### config.mk
export PLATFORM = sky130hd
export DESIGN_NAME = mem_stage
export DESIGN_NICKNAME = d
export VERILOG_FILES = /design/src/rtl/mem_stage_pkg.sv /design/src/rtl/ex_mem_reg.sv /design/src/rtl/mem_stage.sv
export SDC_FILE = /design/constraint.sdc
export NUM_CORES = 1
export LEC_CHECK = 0
export CORE_ASPECT_RATIO = 0.8
export CORE_MARGIN = 2
export CORE_UTILIZATION = 34
export CTS_BUF_LIST = sky130_fd_sc_hd__clkbuf_8
export DETAILED_ROUTE_END_ITERATION = 10
export PLACE_DENSITY_LB_ADDON = 0.12
export SETUP_SLACK_MARGIN = 0.3
export SKIP_LAST_GASP = 1
export SLEW_MARGIN = 20
export SYNTH_ARGS = -nofsm -noshare
export SYNTH_HDL_FRONTEND = slang
export SYNTH_SLANG_ARGS = --single-unit
### constraint.sdc
create_clock -name clk -period 5.01 [get_ports clk]
set_clock_uncertainty 0.2 [all_clocks]
set_input_delay 0.7515 -clock clk [delete_from_list [all_inputs] [get_ports clk]]
set_output_delay 0.7515 -clock clk [all_outputs]
set_load 0.1 [all_outputs]
### src/rtl/mem_stage_pkg.sv
// Shared types and widths for the memory stage.
// Optional feature macro used by this slice: MEM_ALIGN_CHK_EN.
package mem_stage_pkg;

    localparam int DataWidth    = 16;
    localparam int RegAddrWidth = 3;

    typedef enum logic [1:0] {
        IDLE   = 2'd0,
        ACTIVE = 2'd1,
        WAIT   = 2'd2
    } stateT;

    // Everything the execute stage hands over for one operation.
    typedef struct packed {
        logic [DataWidth-1:0]    aluRes;
        logic [DataWidth-1:0]    rt;
        logic                    regWrite;
        logic                    dmemWrite;
        logic                    dmemEn;
        logic                    memToReg;
        logic                    dump;
        logic [RegAddrWidth-1:0] rdAddr;
    } exMemT;

endpackage

### src/rtl/ex_mem_reg.sv
// Execute-to-memory stage register; loads only when captureEn is high.
// Part of the mem_stage slice (feature macro MEM_ALIGN_CHK_EN not used here).
module ex_mem_reg
    import mem_stage_pkg::*;
(
    input  logic  clk,
    input  logic  rst,
    input  logic  captureEn,
    input  exMemT d,
    output exMemT q
);

    always_ff @(posedge clk or posedge rst) begin
        if (rst) begin
            q <= '0;
        end else if (captureEn) begin
            q <= d;
        end
    end

endmodule

### src/rtl/mem_stage.sv
// Memory pipeline stage: holds one op, issues the data-memory request, writes back.
// Define MEM_ALIGN_CHK_EN to reject odd-address memory ops and expose AlignErr.
module mem_stage
    import mem_stage_pkg::*;
(
    input  logic                    clk,
    input  logic                    rst,
    input  logic                    ValidIn,
    input  logic [DataWidth-1:0]    AluResIn,
    input  logic [DataWidth-1:0]    RtIn,
    input  logic                    RegWriteIn,
    input  logic                    DMemWriteIn,
    input  logic                    DMemEnIn,
    input  logic                    MemToRegIn,
    input  logic                    DMemDumpIn,
    input  logic [RegAddrWidth-1:0] RdAddrIn,
    output logic                    MemReq,
    output logic                    MemWr,
    output logic [DataWidth-1:0]    MemAddr,
    output logic [DataWidth-1:0]    MemWData,
    input  logic [DataWidth-1:0]    MemRData,
    input  logic                    MemReady,
    output logic                    Stall,
    output logic                    ValidOut,
    output logic                    RegWriteOut,
    output logic                    DumpOut,
`ifdef MEM_ALIGN_CHK_EN
    output logic                    AlignErr,
`endif
    output logic [DataWidth-1:0]    WbData,
    output logic [RegAddrWidth-1:0] RdAddrOut
);

    stateT state;
    exMemT stageD;
    exMemT stageQ;
    logic  busy;
    logic  isMemOp;
    logic  misaligned;
    logic  capture;
    logic  complete;

    assign stageD = '{aluRes: AluResIn, rt: RtIn, regWrite: RegWriteIn,
                      dmemWrite: DMemWriteIn, dmemEn: DMemEnIn,
                      memToReg: MemToRegIn, dump: DMemDumpIn, rdAddr: RdAddrIn};

    ex_mem_reg exMemReg (
        .clk       (clk),
        .rst       (rst),
        .captureEn (capture),
        .d         (stageD),
        .q         (stageQ)
    );

`ifdef MEM_ALIGN_CHK_EN
    assign misaligned = stageQ.dmemEn & stageQ.aluRes[0];
`else
    assign misaligned = 1'b0;
`endif

    // A misaligned op is treated as non-memory so it completes in ACTIVE.
    assign busy     = (state == ACTIVE) || (state == WAIT);
    assign isMemOp  = stageQ.dmemEn & ~misaligned;
    assign MemReq   = busy & isMemOp;
    assign MemWr    = MemReq & stageQ.dmemWrite;
    assign MemAddr  = stageQ.aluRes;
    assign MemWData = stageQ.rt;
    assign Stall    = MemReq & ~MemReady;
    assign complete = busy & ~Stall;
    assign capture  = ValidIn & ~Stall;

    // State transitions and the writeback output register share one block.
    always_ff @(posedge clk or posedge rst) begin
        if (rst) begin
            state       <= IDLE;
            ValidOut    <= 1'b0;
            RegWriteOut <= 1'b0;
            DumpOut     <= 1'b0;
            WbData      <= '0;
            RdAddrOut   <= '0;
`ifdef MEM_ALIGN_CHK_EN
            AlignErr    <= 1'b0;
`endif
        end else begin
            if (capture) begin
                state <= ACTIVE;
            end else if (busy && !complete) begin
                state <= WAIT;
            end else if (complete) begin
                state <= IDLE;
            end

            ValidOut    <= complete;
            RegWriteOut <= complete & stageQ.regWrite & ~misaligned;
            DumpOut     <= complete & stageQ.dump;
`ifdef MEM_ALIGN_CHK_EN
            AlignErr    <= complete & misaligned;
`endif
            if (complete) begin
                WbData    <= (stageQ.memToReg && isMemOp) ? MemRData : stageQ.aluRes;
                RdAddrOut <= stageQ.rdAddr;
            end
        end
    end

endmodule

==> impl_metrics.toml, run 1 <==
[logic_synthesis]
synthDistinctLibCells = 21
yosys.cell_count.top_type = "dfrtp_1"
cell_types_with_the_largest_area_share_after_synthesis = "dfrtp_1 (56%), mux2_2 (16%), buf_4 (8.7%), mux2i_1 (6.3%), o21ai_0 (5.8%)"
ys_dominant_reg_cell = "dfrtp_1"
synthesis.instances = 216
synth_area_per_cell_sq_um = 13.2
syn-num-nets = 276
syn_area_sq_mm = 0.00284
synth_warnings = 0
synth_seq_area_share_pct = 56.4
ys_seq_elements = 64
top_cell_type_s_share_of_synthesized_area_pct = 56.4
synth_edf_count = 0
synth_top_cells_by_count = "dfrtp_1 (64), mux2_2 (41), buf_4 (33), o21ai_0 (33), mux2i_1 (18)"
synthDominantAreaCellType = "dfrtp_1"
synthArstFlopShare_pct = 100

[clock_tree]
post_cts_resize_count = 0
cts_buffer_depth = 2
postCtsSetupRepairBufs = 0
cts_htree_levels = 3
cts-hold-fix-buffers = 0
cts.sinks = 64
insertion_delay_ns = 0.33
cts_bufs_inserted = 9
clockRootBuffer = "clkbuf_8"
clkSlewWorstSetupHoldPaths_ns = 0.07
cts_tree = "built"

[grt]
grt_start_max_net_pins = 35
grt_pass1_vias = 1933
global_route.overflow_total = 0
grtUsageTotal_pct = 13.7
grt_first_pass_wirelength_um = 9600
antenna_found_initial = 0

[floorplanning]
die_area_sq_mm = 0.00911
floorplan.initialDensity_pct = 35.4
ioPinCount = 117
die-width_um = 106
placement_rows = 29
core-area_sq_mm = 0.00802
die-height_um = 85.8

[timing]
slew_headroom_pct = 33.3
rsz0062_at_grt = "false"
finalMaxSlewViolations = 0
finalCriticalPeriod_ns = 3.30
fmax_ghz = 0.303
period_share_pct = 65.8
post_route_setup_tns_ns = 0
final-hold-violation-count = 0
tightestPinTransition_ns = 0.997
worst_slack_ns = 1.71
setup_violations = 0

[flow_run]
cap_viol_max_count = 0

[setup_path]
startpoint_type_of_the_worst_setup_path = "flip-flop"
critical_path.endpoint_type = "output pin"
cp.arrival_ns = 2.35
cp_max_fo = 3
setup.worst_path.class = "flip-flop to output pin"
critPathRequiredTime_ns = 4.06

[status]
result_of_the_run = "completed"

[route]
drc = 0
drt-pass1-iter-count = 4
vias = 1849
routed_wirelength_um = 5830
route.detailed.wl_per_inst_um = 14.0
antenna_violating_nets_post_route = 0
routed_via_density = 4.43
first_iter_violations = 38

[placement]
dp_hpwl_um = 4050
globalplace.congestion = 0.683
buffer_ports.inserted = 116
dp_slack_ns = 1.78

[layout]
syn2layout_area_growth_pct = 43.5
post_route_cells_drive_above_1_share_pct = 21.7
fin_nets = 364
layout.core_utilization_pct = 50.9
antenna_cells = 0

[worst_hold_path]
tightest_hold_check_type = "flip-flop to flip-flop"
path summary, 6_finish.rpt:
path	from	to	slack (ns)	depth (start not counted)
worst min register to register	exMemReg.q[7]	RegWriteOut	0.27	1
max in group asynchronous	rst	WbData[9]	3.09	3
worst min-delay path	exMemReg.q[7]	RegWriteOut	0.27	1
worst max register to register	state[0]	exMemReg.q[17]	2.44	5
worst max-delay path	state[0]	MemWr	1.71	4
min in group asynchronous	rst	exMemReg.q[23]	0.65	2
critical path, cell delays in order, from the launching register on:
cell,delay [ns]
dfrtp_1,0.43
xnor2_2,0.16
nor2b_1,0.15
and2_1,0.15
clkdlybuf4s50_1,1.12
area by class of cell:
type | instances | area (sq um)
clock buffers | 10 | 138
inverters | 2 | 7.51
flip-flops and latches | 64 | 1600
clock inverters | 6 | 82.6
fillers | 733 | 3940
repair buffers | 119 | 1180
multi-input cells | 108 | 933
well taps | 108 | 135
through the flow:
| step | cell area [sq um] | std cells | hold WS (ns) |
|---|---|---|---|
| 2_1_floorplan | 2840 | 216 | 0.247 |
| 3_3_place_gp | 3860 | 401 | 0.265 |
| 3_5_place_dp | 3860 | 401 | 0.260 |
| 4_1_cts | 4080 | 417 | 0.277 |
| 5_1_grt | 4080 | 417 | 0.288 |
| 6_report | 4080 | 417 | 0.275 |
cells in the final DEF (no fill, tap or decap):
cell type        netlist  layout
mux2_1                 2       2
dfrtp_1               64      64
o21ai_0               33      33
nand2_2                1       1
mux2i_1               18      18
clkbuf_8               0      10
clkinvlp_4             0       1
nand2b_1               2       2
mux2_2                41      41
clkdlybuf4s50_1        0     115
o21ai_4                0       1
nor2_1                 1       1
bufinv_16              0       2
nand2_1                2       2
nor2b_2                0       1
inv_2                  1       2
and2_1                 3       3
nand3b_1               1       1
buf_4                 33       4
clkinv_2               0       3
xnor2_2                0       1
nor2b_1                2       1
flip-flops by register name, summed over array words and instances (netlist names):
name	cells
exMemReg.q	40
RegWriteOut	1
WbData	16
state	2
RdAddrOut	3
DumpOut	1
ValidOut	1
metal layers:
metal	vias to the layer above	share of wire (%)	global-route usage, %
met5	-	0	0
li1	892	-	-
met3	6	9.8	6.31
met4	0	1.1	5.02
met2	75	46	21.7
met1	876	43	16.6
cell families (layout without fill, tap and decap cells):
| kind of cell | after synthesis | count (layout) | synth area share [%] |
|---|---|---|---|
| simple gates | 12 | 12 | 2.42 |
| xor+xnor | 1 | 1 | 0.308 |
| compound gates | 34 | 34 | 6.12 |
| mux | 61 | 61 | 23.4 |
| buf+inv | 44 | 137 | 11.4 |
| flops | 64 | 64 | 56.4 |
Power of run 1 is left out: the tool's default activity adds up to more than one toggle a clock period on the data nets, which glitch-free logic cannot reach.
==> inputs of run 2 (changes only) <==
==> constraint.sdc (replaced) <==
create_clock -name clk -period 2.95 [get_ports clk]
set_clock_uncertainty 0.2 [all_clocks]
set_input_delay 0.4425 -clock clk [delete_from_list [all_inputs] [get_ports clk]]
set_output_delay 0.4425 -clock clk [all_outputs]
set_load 0.1 [all_outputs]
==> run 2 against run 1 <==
Critical path depth stayed put. Worst setup slack worse by 1.2 ns. Register-to-register slack worse by 1.5 ns. Non-clock buffer count is 3 higher. Clock-buffer cell count is 1 higher. Global-route usage is 0.42 points higher. First-iteration DRC count is 18% lower. Cell area is 2.1% lower. Sequential share of layout area is 0.82 points higher. Die area stayed put. Core utilization is 1.0 points lower. Critical path type unchanged. Largest cell class unchanged.
==> impl_metrics.toml, run 2 (synthesis results as in run 1) <==
[status]
result_of_the_run = "completed"

[placement]
globalplace.congestion = 0.706
dp_hpwl_um = 4140
post_dp_cell_area_sq_mm = 0.00377
buffer_ports.inserted = 116

[timing]
finalMaxSlewViolations = 0
post_route_setup_tns_ns = 0
finalCriticalPeriod_ns = 2.42
final-hold-violation-count = 0
fmax_ghz = 0.413
slew_headroom_pct = 62.5
setup_violations = 0
tightestPinTransition_ns = 0.560
period_share_pct = 82.1
rsz0062_at_grt = "false"

[clock_tree]
clkSlewWorstSetupHoldPaths_ns = 0.07
cts_buffer_depth = 2
cts-hold-fix-buffers = 0
cts.sinks = 64
insertion_delay_ns = 0.34
cts_tree = "built"
post_cts_resize_count = 0
cts_bufs_inserted = 9
cts_htree_levels = 3
clockRootBuffer = "clkbuf_8"
postCtsSetupRepairBufs = 0

[setup_path]
critical_path.endpoint_type = "output pin"
timing.critical_path.buf_inv = 2
startpoint_type_of_the_worst_setup_path = "flip-flop"
path_delay_family = "XOR/XNOR gates"
series_of_cell_instances_along_the_critical_path = "xnor2_2 -> buf_4 -> nor2_2 -> buf_12"
critPathRequiredTime_ns = 2.31
cpMaxStageDelayCell = "xnor2_2"
setup.worst_path.class = "flip-flop to output pin"
cp_max_fo = 13
timing.critical_path.slowest_cell_delay_ns = 0.48
cp.arrival_ns = 1.78

[layout]
layout.core_utilization_pct = 49.8
antenna_cells = 0
layout.cells.most_common_list = "dfrtp_1 (64), buf_4 (61), clkdlybuf4s50_1 (59)"
design_area_sq_mm = 0.00400
syn2layout_area_growth_pct = 40.6
fin_nets = 367
layout_commonest_cell = "dfrtp_1"
largest_registers = "exMemReg.q: 40 flops, WbData: 16 flops, RdAddrOut: 3 flops"
registers.top_by_ff_count = "exMemReg.q"
multi_input_area_sq_um = 942
final-seq-area_sq_mm = 0.00160
filler_cell_count = 732
largest_reg_flops = 40
post_route_cells_drive_above_1_share_pct = 40.5

[floorplanning]
floorplan.initialDensity_pct = 35.4
die-width_um = 106
die_area_sq_mm = 0.00911
core-area_sq_mm = 0.00802
die-height_um = 85.8
placement_rows = 29
ioPinCount = 117

[grt]
grt_first_pass_wirelength_um = 9740
global_route.overflow_total = 0
grt_pass1_vias = 1852
grtUsageTotal_pct = 14.1
antenna_found_initial = 0
grt_start_max_net_pins = 42

[flow_run]
cap_viol_max_count = 0

[route]
drc = 0
route.detailed.wl_per_inst_um = 14.3
antenna_violating_nets_post_route = 0
drt-pass1-iter-count = 4
vias = 1841
routed_via_density = 4.39
first_iter_violations = 31
routed_wirelength_um = 6000

[worst_hold_path]
tightest_hold_check_type = "primary input to asynchronous set/reset pin"
[run 2: layer usage]
layer | vias to the layer above | wire length [um] | track usage [%]
met5 | - | 0 | 0
met4 | 0 | 58 | 4.31
met3 | 6 | 677 | 7.98
met2 | 76 | 2720 | 20.9
met1 | 866 | 2550 | 17.7
li1 | 893 | - | -
[run 2: metrics by stage]
step	worst slack [ns]	hold WS (ns)	instances
floorplan	0.474	0.247	216
global placement	0.584	0.261	404
detailed placement	0.527	0.261	404
CTS	0.481	0.256	419
global route	0.384	0.277	419
finish	0.529	0.254	419
[run 2: path summary, 6_finish.rpt]
check / slack (ns) / end / start / cells after the start
min: 0.25 / exMemReg.q[23] / rst / 2
min reg2reg: 0.27 / DumpOut / exMemReg.q[3] / 1
max reg2reg: 0.89 / WbData[0] / state[0] / 4
max in group asynchronous: 1.69 / WbData[3] / rst / 3
max: 0.53 / Stall / state[0] / 4
min in group clk: 0.27 / DumpOut / exMemReg.q[3] / 1
[run 2: cell type report]
type,instances,area share (%)
flip-flops and latches,64,40.1
repair buffers,122,27.2
multi-input cells,108,23.6
clock buffers,11,3.79
well taps,108,3.38
clock inverters,4,1.72
inverters,2,0.188
Power of run 2 is left out for the same reason.
